$ cat src/rtl/paraacc_pkg.sv
// Shared constants, state type and saturation limits for the paraacc_16p16 accumulation stage.
package paraacc_pkg;

  localparam int LANES  = 16;
  localparam int LANE_W = 16;
  localparam int ACC_W  = 24;
  localparam int LEN_W  = 8;

  typedef enum logic {
    IDLE = 1'b0,
    ACC  = 1'b1
  } state_e;

  localparam logic signed [ACC_W-1:0] LANE_MAX = {{(ACC_W-LANE_W+1){1'b0}}, {(LANE_W-1){1'b1}}};
  localparam logic signed [ACC_W-1:0] LANE_MIN = {{(ACC_W-LANE_W+1){1'b1}}, {(LANE_W-1){1'b0}}};

  // A programmed length of zero behaves as a single-beat frame.
  function automatic logic [LEN_W-1:0] eff_len(input logic [LEN_W-1:0] len);
    return (len == '0) ? LEN_W'(1) : len;
  endfunction

endpackage

$ cat src/rtl/paraacc_lane.sv
// One lane: signed accumulator plus conversion of the running frame sum to LANE_W.
// Optional clamping to the LANE_W signed range is built when SATURATE_EN is defined.
module paraacc_lane
  import paraacc_pkg::*;
(
  input  logic              clk,
  input  logic              rst,
  input  logic              i_load,
  input  logic              i_add,
  input  logic [LANE_W-1:0] i_din,
  output logic [LANE_W-1:0] o_res
);

  logic signed [ACC_W-1:0] r_acc;
  logic signed [ACC_W-1:0] w_din_ext;
  logic signed [ACC_W-1:0] w_next;

  assign w_din_ext = {{(ACC_W-LANE_W){i_din[LANE_W-1]}}, i_din};
  // o_res is derived from the sum including the current beat, so the completing beat is counted.
  assign w_next    = i_load ? w_din_ext : (r_acc + w_din_ext);

  always_ff @(posedge clk or negedge rst) begin
    if (!rst) begin
      r_acc <= '0;
    end else if (i_load || i_add) begin
      r_acc <= w_next;
    end
  end

`ifdef SATURATE_EN
  always_comb begin
    if (w_next > LANE_MAX) begin
      o_res = LANE_MAX[LANE_W-1:0];
    end else if (w_next < LANE_MIN) begin
      o_res = LANE_MIN[LANE_W-1:0];
    end else begin
      o_res = w_next[LANE_W-1:0];
    end
  end
`else
  assign o_res = w_next[LANE_W-1:0];
`endif

endmodule

$ cat src/rtl/paraacc_16p16.sv
// Per-lane frame accumulator behind the 16-lane adder with a valid/ready output holding register.
// Build option: define SATURATE_EN to clamp lane sums instead of wrapping.
//
// state | meaning
// IDLE  | no partial frame; next valid beat starts a frame
// ACC   | frame partially accumulated, waiting for more beats
module paraacc_16p16
  import paraacc_pkg::*;
(
  input  logic                    clk,
  input  logic                    rst,
  input  logic [LANES*LANE_W-1:0] in_data,
  input  logic                    in_v,
  input  logic [LEN_W-1:0]        cfg_len,
  output logic [LANES*LANE_W-1:0] out_data,
  output logic                    out_v,
  input  logic                    out_rdy,
  output logic                    busy,
  output logic                    ovf_err
);

  state_e                    r_state;
  state_e                    w_state_nxt;
  logic [LEN_W-1:0]          r_cnt;
  logic [LEN_W-1:0]          r_len;
  logic [LANES*LANE_W-1:0]   r_out_data;
  logic                      r_out_v;
  logic                      r_ovf;
  logic                      w_load;
  logic                      w_add;
  logic                      w_done;
  logic                      w_ohr_free;
  logic [LANES*LANE_W-1:0]   w_res;

  for (genvar g = 0; g < LANES; g++) begin : g_lane
    paraacc_lane u_lane (
      .clk    (clk),
      .rst    (rst),
      .i_load (w_load),
      .i_add  (w_add),
      .i_din  (in_data[g*LANE_W +: LANE_W]),
      .o_res  (w_res[g*LANE_W +: LANE_W])
    );
  end

  always_comb begin
    w_state_nxt = r_state;
    w_load      = 1'b0;
    w_add       = 1'b0;
    w_done      = 1'b0;
    case (r_state)
      IDLE: begin
        if (in_v) begin
          w_load = 1'b1;
          if (eff_len(cfg_len) == LEN_W'(1)) begin
            w_done = 1'b1;
          end else begin
            w_state_nxt = ACC;
          end
        end
      end
      ACC: begin
        if (in_v) begin
          w_add = 1'b1;
          if ((r_cnt + LEN_W'(1)) == r_len) begin
            w_done      = 1'b1;
            w_state_nxt = IDLE;
          end
        end
      end
      default: w_state_nxt = IDLE;
    endcase
  end

  always_ff @(posedge clk or negedge rst) begin
    if (!rst) begin
      r_state <= IDLE;
      r_cnt   <= '0;
      r_len   <= '0;
    end else begin
      r_state <= w_state_nxt;
      if (w_load) begin
        r_cnt <= LEN_W'(1);
        r_len <= eff_len(cfg_len);
      end else if (w_add) begin
        r_cnt <= r_cnt + LEN_W'(1);
      end
    end
  end

  // The OHR can take a new frame when empty or when its current frame leaves this cycle.
  assign w_ohr_free = !r_out_v || out_rdy;

  always_ff @(posedge clk or negedge rst) begin
    if (!rst) begin
      r_out_data <= '0;
      r_out_v    <= 1'b0;
      r_ovf      <= 1'b0;
    end else if (w_done && w_ohr_free) begin
      r_out_data <= w_res;
      r_out_v    <= 1'b1;
    end else begin
      if (w_done) begin
        r_ovf <= 1'b1;
      end
      if (r_out_v && out_rdy) begin
        r_out_v <= 1'b0;
      end
    end
  end

  assign out_data = r_out_data;
  assign out_v    = r_out_v;
  assign busy     = (r_state == ACC);
  assign ovf_err  = r_ovf;

endmodule

$ cat config.mk
export PLATFORM = sky130hd
export DESIGN_NAME = paraacc_16p16
export DESIGN_NICKNAME = d
export VERILOG_FILES = /design/src/rtl/paraacc_pkg.sv /design/src/rtl/paraacc_lane.sv /design/src/rtl/paraacc_16p16.sv
export SDC_FILE = /design/constraint.sdc
export NUM_CORES = 2
export LEC_CHECK = 0
export CORE_AREA = 2 2 297 299
export DETAILED_ROUTE_END_ITERATION = 10
export DIE_AREA = 0 0 299 301
export DONT_BUFFER_PORTS = 1
export RECOVER_POWER = 100
export SYNTH_ARGS = -nofsm -noshare
export SYNTH_HDL_FRONTEND = slang
export SYNTH_SLANG_ARGS = --single-unit
$ cat constraint.sdc
create_clock -name clk -period 3 [get_ports clk]
set_input_delay 0.6 -clock clk [delete_from_list [all_inputs] [get_ports clk]]
set_output_delay 0.6 -clock clk [all_outputs]
set_load 0.01 [all_outputs]
# Yosys cells after proc, flatten, opt, wreduce, memory -nomap -nowiden
# Cells that the tools add are included.
# Widths: inputs -> output; s select.
# totals
regBits	659
inputBits	268
out_inout_bits	259
elab_cells	86
# op_classes
n_addsub	17
n_eq_ne	2
n_mux	34
bitwise	2
n_reduce_logical	9
# ops
op	count
$add 24x16->24	16
$mux 24	16
$mux 8	3
$mux 1	13
$add 8x1->8 const B	1
$eq 8x1->1 const B	1
$eq 8x8->1	1
$logic_not 8->1	1
$pmux 1 s2	2
$reduce_bool 2->1	2
$logic_and 1x1->1	2
$logic_or 1x1->1	2
$not 1->1	2
$reduce_and 2->1	1
$logic_not 1->1	1

# Logic depth before layout (Yosys ltp)
# depth
word_depth	9
depth_mapped	12
depth_no_buf	10

# Cells and area by module
# Synthesis repeated with hierarchy kept, for this count alone.
# hier_totals
hier_cells	3812
area_unflattened_um2	36017.0
# modules_own_cells
module	instances	cells_each	area_each_um2
paraacc_lane at g_lane[0].u_lane ...	14	196	1539.0
paraacc_16p16	1	652	11184.5
paraacc_lane at g_lane[10].u_lane	1	213	1656.6
paraacc_lane at g_lane[13].u_lane	1	203	1630.3

# Worst setup path before layout
# Ideal clock, no wire load.
# synth_timing
kind	input -> register
start	input port in_data[64]
end	register g_lane[4].u_lane.r_acc[14]
setup_time_ns	0.146
arrival_ns	2.878
slack_ns	-0.024
cell_stages	9
cell_sequence	ha_1 -> fa_1 -> a211oi_1 -> o21bai_1 -> a2111oi_0 -> o31ai_1 -> o31ai_1 -> xor2_1 -> o221ai_1
# synth_between
elab_chain_cells	2
# synth_lines
element	line	source
start: declaration	paraacc_16p16.sv:12	input logic [LANES*LANE_W-1:0] in_data,
$add 24x16->24	paraacc_lane.sv:20	assign w_next = i_load ? w_din_ext : (r_acc + w_din_ext);
$mux 24	paraacc_lane.sv:20	
end signal: assignment	paraacc_lane.sv:26	r_acc <= w_next;
end: declaration	paraacc_lane.sv:14	logic signed [ACC_W-1:0] r_acc;
# Every way passes these cells.
# A chain may end at the register's enable or synchronous reset.

# Worst setup path after layout
# layout_timing
start	register g_lane[12].u_lane.r_acc[1]
end	register g_lane[12].u_lane.r_acc[15]
# layout_between
elab_chain_cells	2
# layout_lines
element	line
start: declaration	paraacc_lane.sv:14
start signal: assignment	paraacc_lane.sv:26
$add 24x16->24	paraacc_lane.sv:20
$mux 24	paraacc_lane.sv:20
# Every way passes these cells.

==> impl_results.rst <==
.. list-table::
   :header-rows: 1

   * - Metric
     - Value
   * - Unrepaired setup endpoints after global routing
     - false
   * - Worst hold slack
     - -0.3045 ns
   * - Number of instances in the synthesized netlist
     - 3798
   * - Worst hold path class
     - input port to async pin
   * - Power share of the sequential group
     - 30.2%
   * - # IOs
     - 527
   * - Outcome
     - finished, violations left
   * - Classification of the worst setup path
     - flop to flop
   * - Cell Area, Synth
     - 34390 um^2
   * - P&R area growth vs syn
     - 10.72%
   * - Failing checks
     - negative hold slack, max-capacitance violations, max-slew violations
   * - Clock tree from TritonCTS
     - yes
   * - Switching share of power
     - 41.25%
   * - Proportion of register bits with asynchronous set or reset after synthesis
     - 100.0%
   * - # Max-Cap Violations
     - 2
   * - Worst Clk Skew
     - 0.02317 ns
   * - Highest clock rate
     - 351.6 MHz
   * - Post-CTS Repair Setup Buffers
     - 0
   * - Drt wl/cell
     - 19.73 um
   * - Average cell area after synthesis
     - 9.054 um^2
   * - CP endpoint kind
     - flop
   * - Post-synth EDFFs
     - 0
   * - Post-layout util
     - 44.03%
   * - Vias post-DR
     - 27.27k
   * - Number of setup violations in the final report
     - 0
   * - Via count of the first global-routing pass
     - 26.96k
   * - Wire length of the first global-routing pass
     - 155000 um
   * - Placement Setup Slack
     - -0.1006 ns
   * - Period utilisation layout
     - a little over nine tenths
   * - Share of power burned in the clock network
     - 19.8%
   * - Longest individual stage delay on the worst path
     - about 0.42 ns
   * - Critical path launch point type
     - flop
   * - Filler Cells Inserted
     - 8442
   * - Average vias per placed instance
     - between 5 and 6
   * - Synth top area share
     - between 30 and 40%
   * - Switching Power
     - 18000 uW
   * - Setup WS post-layout
     - 0.1562 ns
   * - Root buffer cell
     - clkbuf_16
   * - Post-synth top area cell
     - dfrtp_1
   * - Fin Setup TNS
     - 0 ns
   * - Number of iterations in the first detailed-routing pass
     - 6
   * - Synthesis-stage register bit count
     - approximately 530
   * - Sequential fraction of the synthesis area
     - 38.64%
   * - Unique cell type count in the Yosys netlist
     - 74
   * - DIE WIDTH
     - 299 um
   * - H-tree depth reported by CTS
     - 3
   * - Gr usage total
     - a little over a fifth
   * - Power density relative to cell area
     - 1146 nW/um^2
   * - Largest net degree at the start of global routing
     - 532
   * - DRC violations left
     - 0
   * - Worst Tran Pin Value
     - about 1.7 ns
   * - Cell leakage power
     - 0.01842 uW
   * - Clock buffers created by TritonCTS
     - 69
   * - Clk pin slew, worst setup/hold paths
     - ~0.060 ns
   * - Ranking of synthesized cells by area
     - dfrtp_1 (39%), mux2i_1 (8.9%), ha_1 (8.8%), a21oi_1 (7.0%), o21ai_0 (4.9%)
   * - Number of pins with negative max-slew slack in the final report
     - around 240
   * - Final wirelength
     - 97860 um
   * - Vertical die dimension
     - 301 um
   * - Share of post-route cells with drive strength above 1
     - 5.655%
   * - Initial core utilization
     - 39.76%
   * - Half-perimeter wire length after detailed placement
     - 68300 um
   * - Buffer levels on the longest clock path
     - 3
   * - Clock insertion delay at the later pin of the skew report
     - 0.63 ns
   * - Number of cell instances on the worst register-to-register path
     - 10
   * - Worst R2R Setup Slack
     - 0.16 ns
   * - Time the final worst path needs with I/O delays and setup
     - roughly 2.8 ns
   * - Starting DRC count in detailed routing
     - ~1.5k
   * - Number of clock sinks
     - 531
   * - Residual antenna-violating net count after detailed routing
     - 0
   * - Crit path top cell by count
     - a21oi_1
   * - Standard-cell row count
     - 108
   * - Nets@finish
     - ~4.3k
   * - Buffers added on ports
     - 0
   * - Critical path depth in cells
     - 10
   * - Antenna violations before repair
     - 1
   * - Last weighted congestion value of the routability-driven placer
     - roughly 0.9
   * - Remaining global-route overflow
     - 0
   * - Data arrival, critical path
     - approximately 3.3 ns
   * - Max VDD drop
     - 0.4997 mV
   * - Power share of the combinational group
     - 49.9%
   * - Data required time of the critical path
     - 3.47 ns
   * - Final hold viol count
     - 326
   * - Internal cell power
     - 25630 uW
   * - Buf/Inv on CP
     - 1
   * - Crit-path cells
     - ha_1, a211oi_1, o211ai_1, o211a_1, o221a_2, o22ai_1, clkbuf_1, mux2_2, a21oi_1, a21oi_1
   * - Most used flip-flop cell after synthesis
     - dfrtp_1
   * - Max transition margin
     - -13.42%
   * - Area of the die
     - 90000 um^2
   * - Post-Syn Nets
     - about 4.3k
   * - Slowest stage cell on the critical path
     - dfrtp_1
   * - Largest fanout on the critical path
     - 3
   * - CP top delay family
     - compound AO/OA/AOI/OAI gates
   * - Warnings, synthesis
     - 0
   * - Total core area
     - 86480 um^2
synthesized netlist by cell type (41+ instances only):
master    instances
a211oi_1         53
a21o_1          119
a21oi_1         479
clkbuf_1        118
dfrtp_1         531
ha_1            241
mux2i_1         305
nand2_1         367
nor2_1          421
nor3_1           41
o21ai_0         338
xnor2_1         150
xor2_1           64
final timing paths:
kind | from | to
setup / recovery | g_lane[12].u_lane.r_acc[1]$_DFFE_PN0P_ | g_lane[12].u_lane.r_acc[15]$_DFFE_PN0P_
hold / removal | rst | g_lane[7].u_lane.r_acc[3]$_DFFE_PN0P_
setup reg to reg | g_lane[12].u_lane.r_acc[1]$_DFFE_PN0P_ | g_lane[12].u_lane.r_acc[15]$_DFFE_PN0P_
hold reg to reg | g_lane[8].u_lane.r_acc[2]$_DFFE_PN0P_ | g_lane[8].u_lane.r_acc[2]$_DFFE_PN0P_
max in group asynchronous | rst | g_lane[13].u_lane.r_acc[3]$_DFFE_PN0P_
min in group clk | cfg_len[2] | r_len[2]$_DFFE_PN0P_
power by group through the flow:
| stage | clock network, uW | logic, uW | registers [uW] |
|---|---|---|---|
| 4_1_cts | 8910 | 21900 | 13200 |
| 6_report | 8650 | 21800 | 13200 |
| 3_5_place_dp | 0 | 21800 | 13300 |
| 5_1_grt | 9180 | 24800 | 13600 |
| 2_1_floorplan | 0 | 17700 | 12400 |
| 3_3_place_gp | 0 | 21500 | 13300 |
timing repair:
action,CTS,global route
setup endpoints to repair,0,9
resized for setup,0,4
endpoints found under the hold margin,531,531
layout by cell type, fill, tap and decap left out, drive strengths merged, types with 10 or more instances in the layout:
cell / count
nand4: 19
nand2: 367
mux2i: 306
inv: 41
dfrtp: 531
a31o: 10
nor2: 422
nand2b: 17
fa: 16
o21ai: 340
xnor2: 150
nand3: 35
or3: 13
nor2b: 24
clkbuf: 130
ha: 241
o21bai: 36
xor2: 64
a211oi: 53
a31oi: 27
a21o: 119
a21oi: 479
o31ai: 11
o211ai: 31
o21a: 34
buf: 47
and3: 27
nor3: 41
mux2: 19
metal layers:
| metal | vias to the layer above | track usage [%] | share of wire (%) |
|---|---|---|---|
| met5 | - | 0 | 0 |
| met1 | 13067 | 26.96 | 44 |
| met3 | 104 | 5.462 | 6.0 |
| met2 | 495 | 36.68 | 48 |
| li1 | 13603 | - | - |
| met4 | 0 | 5.905 | 2.1 |
cell type report:
cell class,count,area [um^2],area share (%)
Antenna cell,2,5.005,0.01314
Clock buffer,100,2026,5.320
Clock inverter,17,297.8,0.7821
Inverter,40,151.4,0.3976
Multi-Input combinational cell,3037,20160,52.94
Sequential cell,531,13290,34.90
Tap cell,1155,1445,3.795
Timing Repair Buffer,77,705.7,1.853
flip-flops by register name, indices dropped and copies added, names as in the netlist:
register / cells
g_lane.u_lane.r_acc: 256
ovf_err: 1
out_data: 256
busy: 1
r_len: 8
out_v: 1
r_cnt: 8
metrics by stage:
step / instances / total power (uW) / hold WS, ns / instance area, um^2
floorplan: 3798 / 30060 / 0.3044 / 34390
global placement: 4840 / 34780 / 0.3267 / 35810
detailed placement: 4840 / 35080 / 0.3272 / 35810
CTS: 4957 / 44040 / -0.3679 / 38130
global route: 4959 / 47530 / -0.3534 / 38080
finish: 4959 / 43630 / -0.3045 / 38080
kinds of logic after synthesis:
logic type      share of synthesized area [%]
simple gates                            12.76
fa+ha+maj                               9.700
mux                                     9.606
flops                                   38.64
buf+inv                                 2.805
xor+xnor                                5.450
compound gates                          21.03
No activity file was read; power rests on OpenSTA's default activity.
